$ cat src/rtl/pc_ctrl_pkg.sv
// Shared types and constants for the PC redirect / fetch-control stage.
// Contents: FSM state enum, PC increment, default reset PC, alignment helper.
package pc_ctrl_pkg;

  localparam int unsigned XLEN  = 32;
  localparam int unsigned CNT_W = 16;

  localparam logic [XLEN-1:0] PC_INC           = 32'd4;
  localparam logic [XLEN-1:0] DEFAULT_RESET_PC = 32'h0000_0000;

  typedef enum logic [1:0] {
    PC_RUN   = 2'd0,
    PC_FLUSH = 2'd1,
    PC_HALT  = 2'd2
  } pc_state_e;

  // A fetch target is legal only when it is word aligned.
  function automatic logic is_misaligned(input logic [XLEN-1:0] addr);
    return addr[1:0] != 2'b00;
  endfunction

endpackage : pc_ctrl_pkg

$ cat src/rtl/pc_redirect_unit_if.sv
// Fetch-control bundle between EX/hazard logic (master) and pc_redirect_unit (slave).
// master: drives stall, branch/jump requests, halt_req, resume; observes pc and status.
// slave : the redirect unit itself.
// Optional PC_REDIRECT_STATS_EN adds redirect_cnt / stall_cnt.
interface pc_redirect_unit_if;
  import pc_ctrl_pkg::*;

  logic            stall;
  logic            branch_taken;
  logic [XLEN-1:0] branch_target;
  logic            jump;
  logic [XLEN-1:0] jump_target;
  logic            halt_req;
  logic            resume;

  logic [XLEN-1:0] pc;
  logic [XLEN-1:0] pc_plus4;
  logic            fetch_valid;
  logic            flush_if_id;
  logic            flush_id_ex;
  logic            halted;
  logic            misalign;
`ifdef PC_REDIRECT_STATS_EN
  logic [CNT_W-1:0] redirect_cnt;
  logic [CNT_W-1:0] stall_cnt;
`endif

  modport master (
    output stall, branch_taken, branch_target, jump, jump_target, halt_req, resume,
    input  pc, pc_plus4, fetch_valid, flush_if_id, flush_id_ex, halted, misalign
`ifdef PC_REDIRECT_STATS_EN
    , input redirect_cnt, stall_cnt
`endif
  );

  modport slave (
    input  stall, branch_taken, branch_target, jump, jump_target, halt_req, resume,
    output pc, pc_plus4, fetch_valid, flush_if_id, flush_id_ex, halted, misalign
`ifdef PC_REDIRECT_STATS_EN
    , output redirect_cnt, stall_cnt
`endif
  );

endinterface : pc_redirect_unit_if

$ cat src/rtl/pc_redirect_unit_sat_counter16.sv
// 16-bit enable counter that saturates at all-ones.
// Ports: clk, rst_n (async active-low), en_i (count enable), cnt_o (count).
module sat_counter16
  import pc_ctrl_pkg::*;
(
  input  logic             clk,
  input  logic             rst_n,
  input  logic             en_i,
  output logic [CNT_W-1:0] cnt_o
);

  logic [CNT_W-1:0] cnt_q;
  logic [CNT_W-1:0] cnt_d;

  // Hold at the ceiling instead of wrapping.
  always_comb begin
    cnt_d = cnt_q;
    if (en_i && (cnt_q != {CNT_W{1'b1}})) begin
      cnt_d = cnt_q + CNT_W'(1);
    end
  end

  always_ff @(posedge clk or negedge rst_n) begin
    if (!rst_n) begin
      cnt_q <= '0;
    end else begin
      cnt_q <= cnt_d;
    end
  end

  assign cnt_o = cnt_q;

endmodule : sat_counter16

$ cat src/rtl/pc_redirect_unit.sv
// PC select / fetch-control stage downstream of the branch unit.
// Ports: clk, rst_n (async active-low), bus (pc_redirect_unit_if.slave):
//   in : stall, branch_taken, branch_target, jump, jump_target, halt_req, resume
//   out: pc, pc_plus4, fetch_valid, flush_if_id, flush_id_ex, halted, misalign
// Macro PC_REDIRECT_STATS_EN adds saturating redirect_cnt / stall_cnt outputs.
module pc_redirect_unit
  import pc_ctrl_pkg::*;
#(
  parameter logic [XLEN-1:0] RESET_PC = DEFAULT_RESET_PC
) (
  input  logic          clk,
  input  logic          rst_n,
  pc_redirect_unit_if.slave bus
);

  pc_state_e       state_q, state_d;
  logic [XLEN-1:0] pc_q, pc_d;
  logic            misalign_q, misalign_d;
  logic            fetch_valid_q, fetch_valid_d;

  logic [XLEN-1:0] pc_plus4_c;
  logic [XLEN-1:0] target_c;
  logic            redirect_req_c;
  logic            flush_c;
  logic            redirect_acc_c;
  logic            stall_hold_c;

  assign pc_plus4_c     = pc_q + PC_INC;
  assign redirect_req_c = bus.jump | bus.branch_taken;
  // jump wins over a simultaneous taken branch
  assign target_c       = bus.jump ? bus.jump_target : bus.branch_target;

  // Next-state, next-PC and strobe generation.
  always_comb begin
    state_d        = state_q;
    pc_d           = pc_q;
    misalign_d     = misalign_q;
    flush_c        = 1'b0;
    redirect_acc_c = 1'b0;
    stall_hold_c   = 1'b0;

    unique case (state_q)
      PC_RUN: begin
        if (redirect_req_c) begin
          flush_c        = 1'b1;
          redirect_acc_c = 1'b1;
          if (is_misaligned(target_c)) begin
            // bad target: park in HALT without loading it
            misalign_d = 1'b1;
            state_d    = PC_HALT;
          end else begin
            pc_d    = target_c;
            state_d = PC_FLUSH;
          end
        end else if (bus.halt_req) begin
          state_d = PC_HALT;
        end else if (bus.stall) begin
          stall_hold_c = 1'b1;
        end else begin
          pc_d = pc_plus4_c;
        end
      end
      PC_FLUSH: begin
        // EX holds a bubble here, so its requests are not acted on
        if (!bus.stall) begin
          pc_d = pc_plus4_c;
        end
        state_d = PC_RUN;
      end
      PC_HALT: begin
        if (bus.resume) begin
          state_d = PC_RUN;
        end
      end
      default: begin
        state_d = PC_RUN;
      end
    endcase

    fetch_valid_d = (state_d != PC_HALT);
  end

  // State and PC registers.
  always_ff @(posedge clk or negedge rst_n) begin
    if (!rst_n) begin
      state_q       <= PC_RUN;
      pc_q          <= RESET_PC;
      misalign_q    <= 1'b0;
      fetch_valid_q <= 1'b0;
    end else begin
      state_q       <= state_d;
      pc_q          <= pc_d;
      misalign_q    <= misalign_d;
      fetch_valid_q <= fetch_valid_d;
    end
  end

  assign bus.pc          = pc_q;
  assign bus.pc_plus4    = pc_plus4_c;
  assign bus.fetch_valid = fetch_valid_q;
  assign bus.flush_if_id = flush_c;
  assign bus.flush_id_ex = flush_c;
  assign bus.halted      = (state_q == PC_HALT);
  assign bus.misalign    = misalign_q;

`ifdef PC_REDIRECT_STATS_EN
  sat_counter16 u_redirect_cnt (
    .clk   (clk),
    .rst_n (rst_n),
    .en_i  (redirect_acc_c),
    .cnt_o (bus.redirect_cnt)
  );

  sat_counter16 u_stall_cnt (
    .clk   (clk),
    .rst_n (rst_n),
    .en_i  (stall_hold_c),
    .cnt_o (bus.stall_cnt)
  );
`else
  logic unused_stats_c;
  assign unused_stats_c = redirect_acc_c ^ stall_hold_c;
`endif

endmodule : pc_redirect_unit

$ cat src/flat_wrapper.sv
// flat-port wrapper written by rule: the top's interface ports become plain ports
module pc_redirect_unit_flat import pc_ctrl_pkg::*;
#(
  parameter logic [XLEN-1:0] RESET_PC = DEFAULT_RESET_PC
)
  (clk, rst_n, bus_stall, bus_branch_taken, bus_branch_target, bus_jump, bus_jump_target, bus_halt_req, bus_resume, bus_pc, bus_pc_plus4, bus_fetch_valid, bus_flush_if_id, bus_flush_id_ex, bus_halted, bus_misalign);
  pc_redirect_unit_if bus_i ();
  input  logic clk;
  input  logic rst_n;
  input wire logic [$bits(bus_i.stall)-1:0] bus_stall;
  input wire logic [$bits(bus_i.branch_taken)-1:0] bus_branch_taken;
  input wire logic [$bits(bus_i.branch_target)-1:0] bus_branch_target;
  input wire logic [$bits(bus_i.jump)-1:0] bus_jump;
  input wire logic [$bits(bus_i.jump_target)-1:0] bus_jump_target;
  input wire logic [$bits(bus_i.halt_req)-1:0] bus_halt_req;
  input wire logic [$bits(bus_i.resume)-1:0] bus_resume;
  output wire logic [$bits(bus_i.pc)-1:0] bus_pc;
  output wire logic [$bits(bus_i.pc_plus4)-1:0] bus_pc_plus4;
  output wire logic [$bits(bus_i.fetch_valid)-1:0] bus_fetch_valid;
  output wire logic [$bits(bus_i.flush_if_id)-1:0] bus_flush_if_id;
  output wire logic [$bits(bus_i.flush_id_ex)-1:0] bus_flush_id_ex;
  output wire logic [$bits(bus_i.halted)-1:0] bus_halted;
  output wire logic [$bits(bus_i.misalign)-1:0] bus_misalign;
  assign bus_i.stall = bus_stall;
  assign bus_i.branch_taken = bus_branch_taken;
  assign bus_i.branch_target = bus_branch_target;
  assign bus_i.jump = bus_jump;
  assign bus_i.jump_target = bus_jump_target;
  assign bus_i.halt_req = bus_halt_req;
  assign bus_i.resume = bus_resume;
  assign bus_pc = bus_i.pc;
  assign bus_pc_plus4 = bus_i.pc_plus4;
  assign bus_fetch_valid = bus_i.fetch_valid;
  assign bus_flush_if_id = bus_i.flush_if_id;
  assign bus_flush_id_ex = bus_i.flush_id_ex;
  assign bus_halted = bus_i.halted;
  assign bus_misalign = bus_i.misalign;
  pc_redirect_unit #(.RESET_PC(RESET_PC)) u_core (.clk(clk), .rst_n(rst_n), .bus(bus_i));
endmodule
$ cat config.mk
export PLATFORM = sky130hd
export DESIGN_NAME = pc_redirect_unit_flat
export DESIGN_NICKNAME = d
export VERILOG_FILES = /design/src/rtl/pc_ctrl_pkg.sv /design/src/rtl/pc_redirect_unit_if.sv /design/src/rtl/pc_redirect_unit_sat_counter16.sv /design/src/rtl/pc_redirect_unit.sv /design/src/flat_wrapper.sv
export SDC_FILE = /design/constraint.sdc
export NUM_CORES = 1
export LEC_CHECK = 0
export BUFFER_PORTS_ARGS = -buffer_cell sky130_fd_sc_hd__buf_4
export CAP_MARGIN = 20
export CELL_PAD_IN_SITES_DETAIL_PLACEMENT = 1
export CELL_PAD_IN_SITES_GLOBAL_PLACEMENT = 1
export CORE_ASPECT_RATIO = 0.6
export CORE_MARGIN = 8
export CORE_UTILIZATION = 34
export DETAILED_ROUTE_END_ITERATION = 10
export HOLD_SLACK_MARGIN = 0.05
export MAX_ROUTING_LAYER = met4
export PLACE_DENSITY = 0.85
export SYNTH_ARGS = -nofsm -noshare
export SYNTH_HDL_FRONTEND = slang
export SYNTH_SLANG_ARGS = --single-unit
$ cat constraint.sdc
create_clock -name clk -period 2.5 [get_ports clk]
set_input_delay 0.5 -clock clk [delete_from_list [all_inputs] [get_ports clk]]
set_output_delay 0.5 -clock clk [all_outputs]
set_load 0.01 [all_outputs]
After elaboration in Yosys (flattened, before gate mapping)
Cells that the tools add are included.
Widths: inputs -> output; s select.
{"block": "totals", "regBits": 36, "wordCells": 29}
{"block": "op_classes", "n_addsub": 1, "eq_ne": 5, "n_mux": 13, "bitwise": 1, "n_reduce_logical": 5}
{"op": "$mux 32", "count": 5}
{"op": "$pmux 32 s2", "count": 1}
{"op": "$add 32x3->32 const B", "count": 1}
{"op": "$mux 2", "count": 4}
{"op": "$reduce_and 3->1", "count": 2}
{"op": "$pmux 2 s2", "count": 1}
{"op": "$reduce_bool 2->1", "count": 2}
{"op": "$ne 3x2->1 const B", "count": 1}
{"op": "$ne 3x3->1 const B", "count": 1}
{"op": "$eq 2x1->1 const B", "count": 1}
{"op": "$eq 2x2->1 const B", "count": 1}
{"op": "$logic_not 2->1", "count": 1}
{"op": "$mux 1", "count": 2}
{"op": "$ne 2x2->1 const B", "count": 1}
{"op": "$or 1x1->1", "count": 1}

Logic depth before layout (Yosys ltp)
Gate-level depths: netlist of the first run.
{"block": "logic_depth", "depth_word": 6, "ltp_mapped": 8}

Worst setup path before layout of the first run
No wires, ideal clock.
{"block": "synth_path", "path_type": "register -> output", "start": "reg u_core.pc_q[2] (netlist: u_core.bus.pc[2])", "end": "out bus_pc_plus4[28]", "arrival_ns": 1.847, "required_ns": 2.000, "setup_slack_ns": 0.153, "stages_incl_launch_ff": 8, "n_path_buf": 2, "cell_sequence": "dfrtp_1 ha_1 and3_1 buf_2 nand4_1 buf_2 nor3_1 xor2_1"}
{"block": "synth_between", "elab_chain_len": 1}
{"item": "start: declaration", "line": "pc_redirect_unit.sv:17", "rtl": "logic [XLEN-1:0] pc_q, pc_d;"}
{"item": "start signal: assignment", "line": "pc_redirect_unit.sv:92", "rtl": "pc_q <= pc_d;"}
{"item": "$add 32x3->32", "line": "pc_redirect_unit.sv:28", "rtl": "assign pc_plus4_c = pc_q + PC_INC;"}
{"item": "end: declaration", "line": "flat_wrapper.sv:18", "rtl": "output wire logic [$bits(bus_i.pc_plus4)-1:0] bus_pc_plus4;"}
No other way between the ends.

Worst setup path in the final report of the first run
{"block": "layout_path", "start": "reg u_core.pc_q[2] (netlist: u_core.bus.pc[2])", "end": "out bus_pc_plus4[30]"}
Same word-level chain as after synthesis.

==> run summary, run 1 <==
Worst setup SP type: flip-flop
M1 WL: 6570 um
DP Worst Slack: 0.112 ns
RSZ-0062 raised after global routing: yes
#FFs+latches synth: 36
Cell Count Post-Placement: 619
Post-Place Cell Area: 4370 um2
total CTS buffers: 5
Worst Setup Path Type: flip-flop to primary output
Syn Inst Count: 357
failing checks: negative setup slack
CTS root buf: clkbuf_16
setup slack, reg-to-reg: 0.26 ns
Crit Path Max Fanout: 3
CTS tree: yes
Hold Crit Class: input port to async pin
fmax: 382 MHz
Mapped Nets: 429
clock sinks: 36
GRT Util Overall: 0.229
Layout Skew: 0.00338 ns
r2r endpoint: u_core.bus.pc[20]
share of layout cells above drive strength 1: 0.468
first-pass GRT wire length: 21400 um
fillers: 1006
die area: 12300 um2
Area Growth Syn to Fin: 57.9%
Mean Syn Cell Area: 8.50 um2
met3 wire length: 1170 um
n_diodes: 0
maximum vdd drop: 0.000398 V
Crit path buffers/inverters: 2
most common flop cell mapped by yosys: dfrtp_1
Data arrival, critical path: 2.12 ns
R2R cell count: 9
synthesized-area fraction occupied by adder cells: 0.00412
final hold viol count: 0
IO buf count: 139
Die Span Y: 89.2 um
H-tree depth: 2
die width: 138 um
site row count: 26
post-synthesis mux area share: 0.0680
dpl hpwl: 10600 um
Worst Slack Setup Final: -0.118 ns
Placer Congestion: 0.927
max_slew headroom: 0.508
Non-Filler Instances: 646
Final Setup Violations: 3
Critical Path Source: u_core.bus.pc[2]
Worst setup EP type: primary output
Crit path required time: 2.00 ns
maxcap violations: 0
Worst-Margin Slew: 0.735 ns
asr flop ratio synth: 1.00
Synth Warn #: 0
WL met2: 6640 um
first-pass detailed-route iteration total: 5
clock transition at the registers of the reported paths: 0.06 ns
Power per Cell Area: 1110 nW/um2
WHS: 0.184 ns
hold buffers post-CTS: 0
WL per Instance: 22.7 um
drt initial violations: 325
CP endpoint: bus_pc_plus4[30]
final worst path period need: 2.62 ns
status: finished with violations
Clk Latency, worst-skew pair: 0.29 ns
Pleak: 2.16 nW
Crit path largest cell delay: 0.42 ns
fin area: 4790 um2
maximum clock insertion buffer count: 2
critical-path cell list: ha_4 > and3_4 > nand4_1 > nor4_1 > buf_4 > xor2_1 > buf_4
io pins: 140
fin nets: 605
DRC violations left: 0
core region area: 8590 um2
via count: 3829
Compound-Gate Fraction of Synth Area: 0.251
Total Wirelength: 14600 um
Util after Layout: 0.558
CP max-delay cell: dfrtp_1
Synth area leaders: dfrtp_1, mux2i_1, a21oi_1, xnor2_1, xor2_1
post-route ant nets: 0
Max Slew Vio Count: 0
Overflow after GRT: 0
Highest Signal Layer: met4
synthesized area: 3040 um2
area share of the largest cell type after synthesis: 0.297
final period utilization: 1.05
Final Power: 5.34 mW
vias in the first global route: 3940
Post-Synth XOR/XNOR Area: 0.0808
setup tns final: -0.253 ns
Worst path most repeated cell: buf_4
largest family of logic cells by synthesized area: compound AO/OA/AOI/OAI gates
post-synth top area cell: dfrtp_1
initial antenna violation count: 0
number of synthesized flops with an enable pin: 0
reg2reg start: u_core.bus.pc[2]
Initial Util: 0.353
count of cell types in the netlist: 67
Crit path depth: 7
largest net degree at the start of global routing: 38
sequential cell area fraction in the yosys report: 0.297
crit-path leading delay family: simple AND/OR/NAND/NOR gates
Synth Area in Simple Gates: 0.228
number of vias per cell: 5.93
==> cells by family (layout without fill, tap and decap cells) <==
logic type / Yosys count / count (layout)
AO/OA/AOI/OAI: 106 / 106
XOR/XNOR: 28 / 28
adder cells (fa/ha/maj): 1 / 1
buffers and inverters: 36 / 213
flip-flops: 36 / 36
multiplexers: 20 / 20
AND/OR/NAND/NOR: 130 / 130
==> how the worst min path moves through the flow <==
stage	startpoint	endpoint	slack [ns]	cells after the start
5_1_grt	rst_n	u_core.bus.pc[18]	0.22	1
3_5_place_dp	u_core.bus.misalign	u_core.bus.misalign	0.45	1
6_report	rst_n	u_core.bus.pc[0]	0.18	1
4_1_cts	rst_n	u_core.bus.pc[0]	0.21	1
3_3_place_gp	u_core.bus.misalign	u_core.bus.misalign	0.44	1
2_1_floorplan	rst_n	u_core.bus.fetch_valid	0.20	0
==> final cells by class <==
class / count / area, um2 / share of cell area
flip-flops and latches: 36 / 908 / 0.190
well taps: 112 / 140 / 0.0292
inverters: 6 / 22.5 / 0.00470
clock inverters: 2 / 10.0 / 0.00209
repair buffers: 199 / 1520 / 0.318
multi-input cells: 285 / 2050 / 0.428
clock buffers: 6 / 139 / 0.0290
==> state kept, by name, indices dropped and copies added, names as in the netlist <==
register / flops
u_core.bus.misalign: 1
u_core.state_q: 2
u_core.bus.pc: 32
u_core.bus.fetch_valid: 1
==> cells in the mapped netlist (2+ instances only) <==
cell type	count
mux2_2	5
a2111oi_0	2
buf_6	2
nor3_1	13
buf_2	10
o22a_1	4
xor2_1	13
o21ai_0	10
mux2i_1	15
dfrtp_1	36
o41ai_1	5
clkbuf_8	3
nand2b_1	3
nand4_1	5
xnor2_1	15
o31ai_1	4
and4_2	3
nand3_1	14
inv_1	5
a32oi_1	2
buf_4	6
o32a_1	3
o211ai_1	4
nor4_1	7
nor2_1	30
a21oi_1	27
nor2b_1	6
and3_1	6
nand2_1	27
a31o_2	2
a22o_1	5
and2_1	5
o32ai_1	3
and4_1	4
a211oi_1	5
o311ai_0	2
clkbuf_1	7
o22ai_1	10
==> what timing repair did <==
action	CTS	global route
setup endpoints to repair	10	12
pin swaps	4	10
setup buffers	10	9
gates resized for setup	12	20
==> layout by cell type (no fill, tap or decap), types with 6 or more instances in the layout <==
cell type and n:
nand2_1 26, o21ai_0 8, xnor2_1 13, mux2i_1 15, nor2_1 29, xor2_1 13
nor2b_1 6, o22ai_1 10, dfrtp_1 30, buf_4 196, a21oi_1 27, nand3_1 13
nor3_1 8, dfrtp_2 6
==> power breakdown <==
| part | total, mW | internal [mW] | switching (mW) |
|---|---|---|---|
| Combinational | 3.47 | 1.66 | 1.81 |
| Sequential | 1.21 | 0.852 | 0.355 |
| Clock | 0.664 | 0.394 | 0.270 |
==> layer usage <==
metal,track usage,up-vias
li1,-,1706
met1,0.301,1895
met2,0.355,203
met3,0.0494,25
met4,0.0495,0
met5,-,-
No activity file was read; power rests on OpenSTA's default activity.
==> inputs of run 2 (changes only) <==
--- a/config.mk
+++ b/config.mk
@@ -10,7 +10,6 @@
 export CELL_PAD_IN_SITES_DETAIL_PLACEMENT = 1
 export CELL_PAD_IN_SITES_GLOBAL_PLACEMENT = 1
 export CORE_ASPECT_RATIO = 0.6
-export CORE_MARGIN = 8
 export CORE_UTILIZATION = 34
 export DETAILED_ROUTE_END_ITERATION = 10
 export HOLD_SLACK_MARGIN = 0.05
==> run 2 against run 1 <==
The run still ends with negative setup slack left. Sequential share of layout area hardly changed. Non-clock buffer count decreased by 5. Global-route usage rose by 8.3 points. Final cell count is 0.77% lower. Highest routed layer unchanged. Wire length grew 2.0%. Die area is 24% lower. Clock power about the same.
==> run summary, run 2 (synthesis gave the netlist of run 1 again) <==
die width: 124 um (-10%)
dpl hpwl: 9600 um (-9.2%)
CTS root buf: clkbuf_16
Crit path required time: 2.00 ns (about the same)
die area: 9320 um2 (-24%)
n_diodes: 0 (unchanged)
Worst Slack Setup Final: -0.0745 ns (+0.0432 ns)
r2r endpoint: u_core.bus.pc[28]
commonest non-fill, non-tap cell in the layout: buf_4
post-route ant nets: 0 (unchanged)
GRT Util Overall: 0.312 (+0.0831)
clock transition at the registers of the reported paths: 0.06 ns (about the same)
max FFs per register: 32 (unchanged)
met3 wire length: 1260 um (+8.0%)
share of layout cells above drive strength 1: 0.484 (+0.0158)
Area Growth Syn to Fin: 59.0%
H-tree depth: 2 (unchanged)
Initial Util: 0.353 (unchanged)
R2R cell count: 8 (-1)
clock sinks: 36 (unchanged)
Power per Cell Area: 1120 nW/um2 (about the same)
first-pass GRT wire length: 21000 um (-1.7%)
Worst Setup Path Type: flip-flop to primary output
final hold viol count: 0 (unchanged)
total CTS buffers: 5 (unchanged)
max_slew headroom: 0.579 (+0.0706)
Hold Crit Class: input port to async pin
Max Slew Vio Count: 0 (unchanged)
maximum vdd drop: 0.000445 V (+12%)
initial antenna violation count: 0 (unchanged)
DRC violations left: 0 (unchanged)
vias in the first global route: 3891 (-1.2%)
CTS tree: yes
Pleak: 2.18 nW (+0.89%)
Final Setup Violations: 2 (-1)
M1 WL: 6290 um (-4.2%)
status: finished with violations
site row count: 26 (unchanged)
Total Wirelength: 14900 um (+2.0%)
io pins: 140 (unchanged)
first-pass detailed-route iteration total: 5 (unchanged)
drt initial violations: 409 (+26%)
maximum clock insertion buffer count: 2 (unchanged)
Highest Signal Layer: met4
final period utilization: 1.03 (-0.0173)
via count: 4001 (+4.5%)
Worst setup EP type: primary output
setup slack, reg-to-reg: 0.16 ns (-0.10 ns)
Data arrival, critical path: 2.07 ns (-0.05 ns)
largest net degree at the start of global routing: 38 (unchanged)
Placer Congestion: 0.914 (-1.4%)
setup tns final: -0.0803 ns (+0.173 ns)
Overflow after GRT: 0 (unchanged)
most frequent cells in the layout: buf_4, nor2_1, a21oi_1, dfrtp_1, nand2_1
Util after Layout: 0.562 (+0.00379)
CP endpoint: bus_pc_plus4[23]
IO buf count: 139 (unchanged)
Critical Path Source: u_core.bus.pc[5]
WL met2: 6940 um (+4.5%)
Clk Latency, worst-skew pair: 0.29 ns (about the same)
core region area: 8590 um2 (unchanged)
fin nets: 600 (-0.83%)
final worst path period need: 2.57 ns (-0.0432 ns)
Die Span Y: 75.2 um (-16%)
maxcap violations: 0 (unchanged)
Layout Skew: 0.0102 ns (+0.00678 ns)
fmax: 388 MHz (+1.7%)
Worst-Margin Slew: 0.616 ns (-0.119 ns)
RSZ-0062 raised after global routing: yes
failing checks: negative setup slack
Worst setup SP type: flip-flop
WL per Instance: 23.3 um (+2.8%)
number of vias per cell: 6.24 (+5.3%)
Crit Path Max Fanout: 8 (+5)
reg2reg start: u_core.bus.pc[9]
-- run 2: cell types whose count changed in the layout (fill, tap and decap cells not counted), moves of 2 or more --
cell     change
buf_4        -6
and3_2       -2
nor2_2       +2
and3_4       +2
dfrtp_2      +4
nand3_1      -2
dfrtp_1      -4
-- run 2: routing by layer --
metal | up-vias | GRT usage
met5 | - | -
met4 | 0 | 0.0952
met3 | 64 | 0.0614
met2 | 274 | 0.499
met1 | 1968 | 0.400
li1 | 1695 | -
-- run 2: area by class of cell --
class,count,area [um2]
fillers,999,3760
multi-input cells,285,2110
repair buffers,194,1490
flip-flops and latches,36,913
well taps,112,140
clock buffers,6,139
inverters,6,22.5
clock inverters,2,10.0
-- run 2: repair_timing --
item / in CTS / in global routing
hold buffers: 0 / 0
pin swaps: 9 / 11
buffers inserted: 10 / 8
endpoints found under the setup margin: 14 / 13
cloned: 1 / 0
gates resized for setup: 23 / 25
-- run 2: stage by stage --
stage                     instance area [um2]  instances  power, mW  hold slack [ns]  setup slack, ns
after global routing                     4830        641       5.63            0.220           -0.105
after CTS                                4680        634       5.08            0.205          -0.0315
final                                    4830        641       5.38            0.178          -0.0745
after floorplan                          3040        357       2.70            0.204            0.153
after global placement                   4340        615       4.13            0.441            0.165
after detailed placement                 4340        615       4.26            0.455            0.100
-- run 2: worst max-delay path, cell delays in order (launching register included) --
cell	delay [ns]
dfrtp_2	0.45
and4_2	0.34
nand2_4	0.11
or4_4	0.58
xnor2_2	0.15
buf_4	0.14
-- run 2: report_power, final --
group          total [mW]  internal, mW  switching [mW]
registers            1.27         0.857           0.415
clock network       0.664         0.394           0.270
logic                3.45          1.62            1.82
total                5.38          2.88            2.51
-- run 2: worst min path at each step --
| stage | endpoint | cells after the start | slack, ns |
|---|---|---|---|
| 6_report | u_core.bus.pc[14] | 1 | 0.18 |
| 5_1_grt | u_core.state_q[1] | 1 | 0.22 |
| 4_1_cts | u_core.bus.pc[29] | 1 | 0.21 |
| 3_5_place_dp | u_core.bus.misalign | 1 | 0.45 |
| 3_3_place_gp | u_core.bus.misalign | 1 | 0.44 |
| 2_1_floorplan | u_core.bus.fetch_valid | 0 | 0.20 |
==> inputs of run 3 (changes only) <==
--- a/config.mk
+++ b/config.mk
@@ -14,7 +14,7 @@
 export DETAILED_ROUTE_END_ITERATION = 10
 export HOLD_SLACK_MARGIN = 0.05
 export MAX_ROUTING_LAYER = met4
-export PLACE_DENSITY = 0.85
+export PLACE_DENSITY_LB_ADDON = 0.15
 export SYNTH_ARGS = -nofsm -noshare
 export SYNTH_HDL_FRONTEND = slang
 export SYNTH_SLANG_ARGS = --single-unit
==> run 3 against run 2 <==
Hold slack gained 0.0063 ns. Largest power group unchanged. The flow still finishes with violations (negative setup slack). First-iteration DRC count down 37%. Core utilization fell by 1.5 points. Clock-buffer cell count rose by 2. Final area down 2.6%.
==> run summary, run 3 (synthesis gave the netlist of run 1 again) <==
Overflow after GRT: 0 (unchanged)
clock sinks: 36 (unchanged)
fmax: 394 MHz (+1.4%)
Clk Latency, worst-skew pair: 0.29 ns (about the same)
CTS tree: yes
Placer Congestion: 0.856 (-6.3%)
Worst Slack Setup Final: -0.0390 ns (+0.0355 ns)
Final Setup Violations: 5 (+3)
CP max-delay cell: dfrtp_1
Util after Layout: 0.547 (-0.0147)
Worst setup SP type: flip-flop
GRT Util Overall: 0.274 (-0.0380)
Crit Path Max Fanout: 10 (+2)
DRC violations left: 0 (unchanged)
post-route ant nets: 0 (unchanged)
max_slew headroom: 0.579 (about the same)
setup tns final: -0.141 ns (-0.0612 ns)
maxcap violations: 0 (unchanged)
H-tree depth: 2 (unchanged)
Crit path required time: 2.00 ns (about the same)
core region area: 8590 um2 (unchanged)
Worst-Margin Slew: 0.626 ns (+0.0108 ns)
largest net degree at the start of global routing: 39 (+2.6%)
Max Slew Vio Count: 0 (unchanged)
share of layout cells above drive strength 1: 0.448 (-0.0357)
critical-path cell list: ha_4 > and3_4 > nand4_1 > buf_6 > nor3_4 > xor2_1 > buf_4
Layout Skew: 0.00698 ns (-0.00318 ns)
Non-Filler Instances: 634 (-1.1%)
Power per Cell Area: 1090 nW/um2 (-2.6%)
clock transition at the registers of the reported paths: 0.06 ns (about the same)
fin nets: 593 (-1.2%)
DP Worst Slack: 0.122 ns (+0.0220 ns)
via count: 3589 (-10%)
Total Wirelength: 12300 um (-18%)
io pins: 140 (unchanged)
first-pass GRT wire length: 18600 um (-11%)
maximum clock insertion buffer count: 2 (unchanged)
Initial Util: 0.353 (unchanged)
WHS: 0.185 ns (+0.00629 ns)
Die Span Y: 75.2 um (unchanged)
drt initial violations: 256 (-37%)
number of vias per cell: 5.66 (-9.3%)
Worst Setup Path Type: flip-flop to primary output
final period utilization: 1.02 (-0.0142)
WL per Instance: 19.4 um (-17%)
initial antenna violation count: 0 (unchanged)
n_diodes: 0 (unchanged)
fillers: 1036 (+3.7%)
final hold viol count: 0 (unchanged)
Seq. cell area: 907 um2 (-0.68%)
failing checks: negative setup slack
status: finished with violations
CTS root buf: clkbuf_16
total CTS buffers: 5 (unchanged)
Worst setup EP type: primary output
dpl hpwl: 9150 um (-4.7%)
site row count: 26 (unchanged)
vias in the first global route: 3478 (-11%)
area occupied by multi-input gates: 2050 um2 (-2.9%)
maximum vdd drop: 0.000455 V (+2.1%)
final worst path period need: 2.54 ns (-0.0355 ns)
IO buf count: 139 (unchanged)
RSZ-0062 raised after global routing: yes
die area: 9320 um2 (unchanged)
Crit path largest cell delay: 0.39 ns (-0.19 ns)
max FFs per register: 32 (unchanged)
first-pass detailed-route iteration total: 4 (-1)
Hold Crit Class: input port to async pin
Cell Count Post-Placement: 616 (+0.16%)
die width: 124 um (unchanged)
commonest non-fill, non-tap cell in the layout: buf_4
Data arrival, critical path: 2.04 ns (-0.03 ns)
Area Growth Syn to Fin: 54.8%
Pleak: 2.11 nW (-3.2%)
most frequent cells in the layout: buf_4, dfrtp_1, nor2_1, a21oi_1, nand2_1
==> run 3: area by class of cell <==
cell class / count / share of cell area
Multi-Input combinational cell: 285 / 0.436
Timing Repair Buffer: 187 / 0.305
Sequential cell: 36 / 0.193
Clock buffer: 8 / 0.0312
Tap cell: 112 / 0.0298
Inverter: 6 / 0.00479
==> run 3: worst max-delay path: cells and delay by family (launching register included) <==
kind          cells  cell delay (ns)
simple gates      3             0.64
buf+inv           2             0.40
flops             1             0.39
xor+xnor          1             0.17
fa+ha+maj         1             0.15
==> run 3: worst paths after layout <==
check	cells after the start	end	start	slack, ns
max in group asynchronous	1	u_core.bus.pc[24]	rst_n	1.94
max reg2reg	7	u_core.bus.pc[30]	u_core.bus.pc[3]	0.24
min	1	u_core.bus.pc[5]	rst_n	0.18
min reg2reg	1	u_core.bus.misalign	u_core.bus.misalign	0.46
min in group clk	1	u_core.bus.misalign	u_core.bus.misalign	0.46
max	7	bus_pc_plus4[24]	u_core.bus.pc[3]	-0.04
==> run 3: repair_timing <==
item / CTS / global route
setup endpoints to repair: 9 / 14
resized for setup: 9 / 22
pin swaps: 3 / 7
setup buffers: 3 / 7
hold buffers: 0 / 0
==> run 3: through the flow <==
step	instance area, um2	power, mW
2_1_floorplan	3040	2.70
3_3_place_gp	4350	4.15
3_5_place_dp	4350	4.22
4_1_cts	4560	4.96
5_1_grt	4700	5.45
6_report	4700	5.11
==> run 3: metal layers <==
layer  part of all wire  vias up  global-route usage
li1                   -     1679                   -
met1               0.48     1766               0.391
met2               0.44      126               0.399
met3              0.067       18              0.0424
met4              0.011        0              0.0754
met5                  0        -                   -
==> run 3: report_power, final <==
part / leakage [nW] / switching, mW / internal [mW]
registers: 0.409 / 0.348 / 0.850
logic: 1.63 / 1.66 / 1.60
clock network: 0.0712 / 0.254 / 0.398
total: 2.11 / 2.26 / 2.85
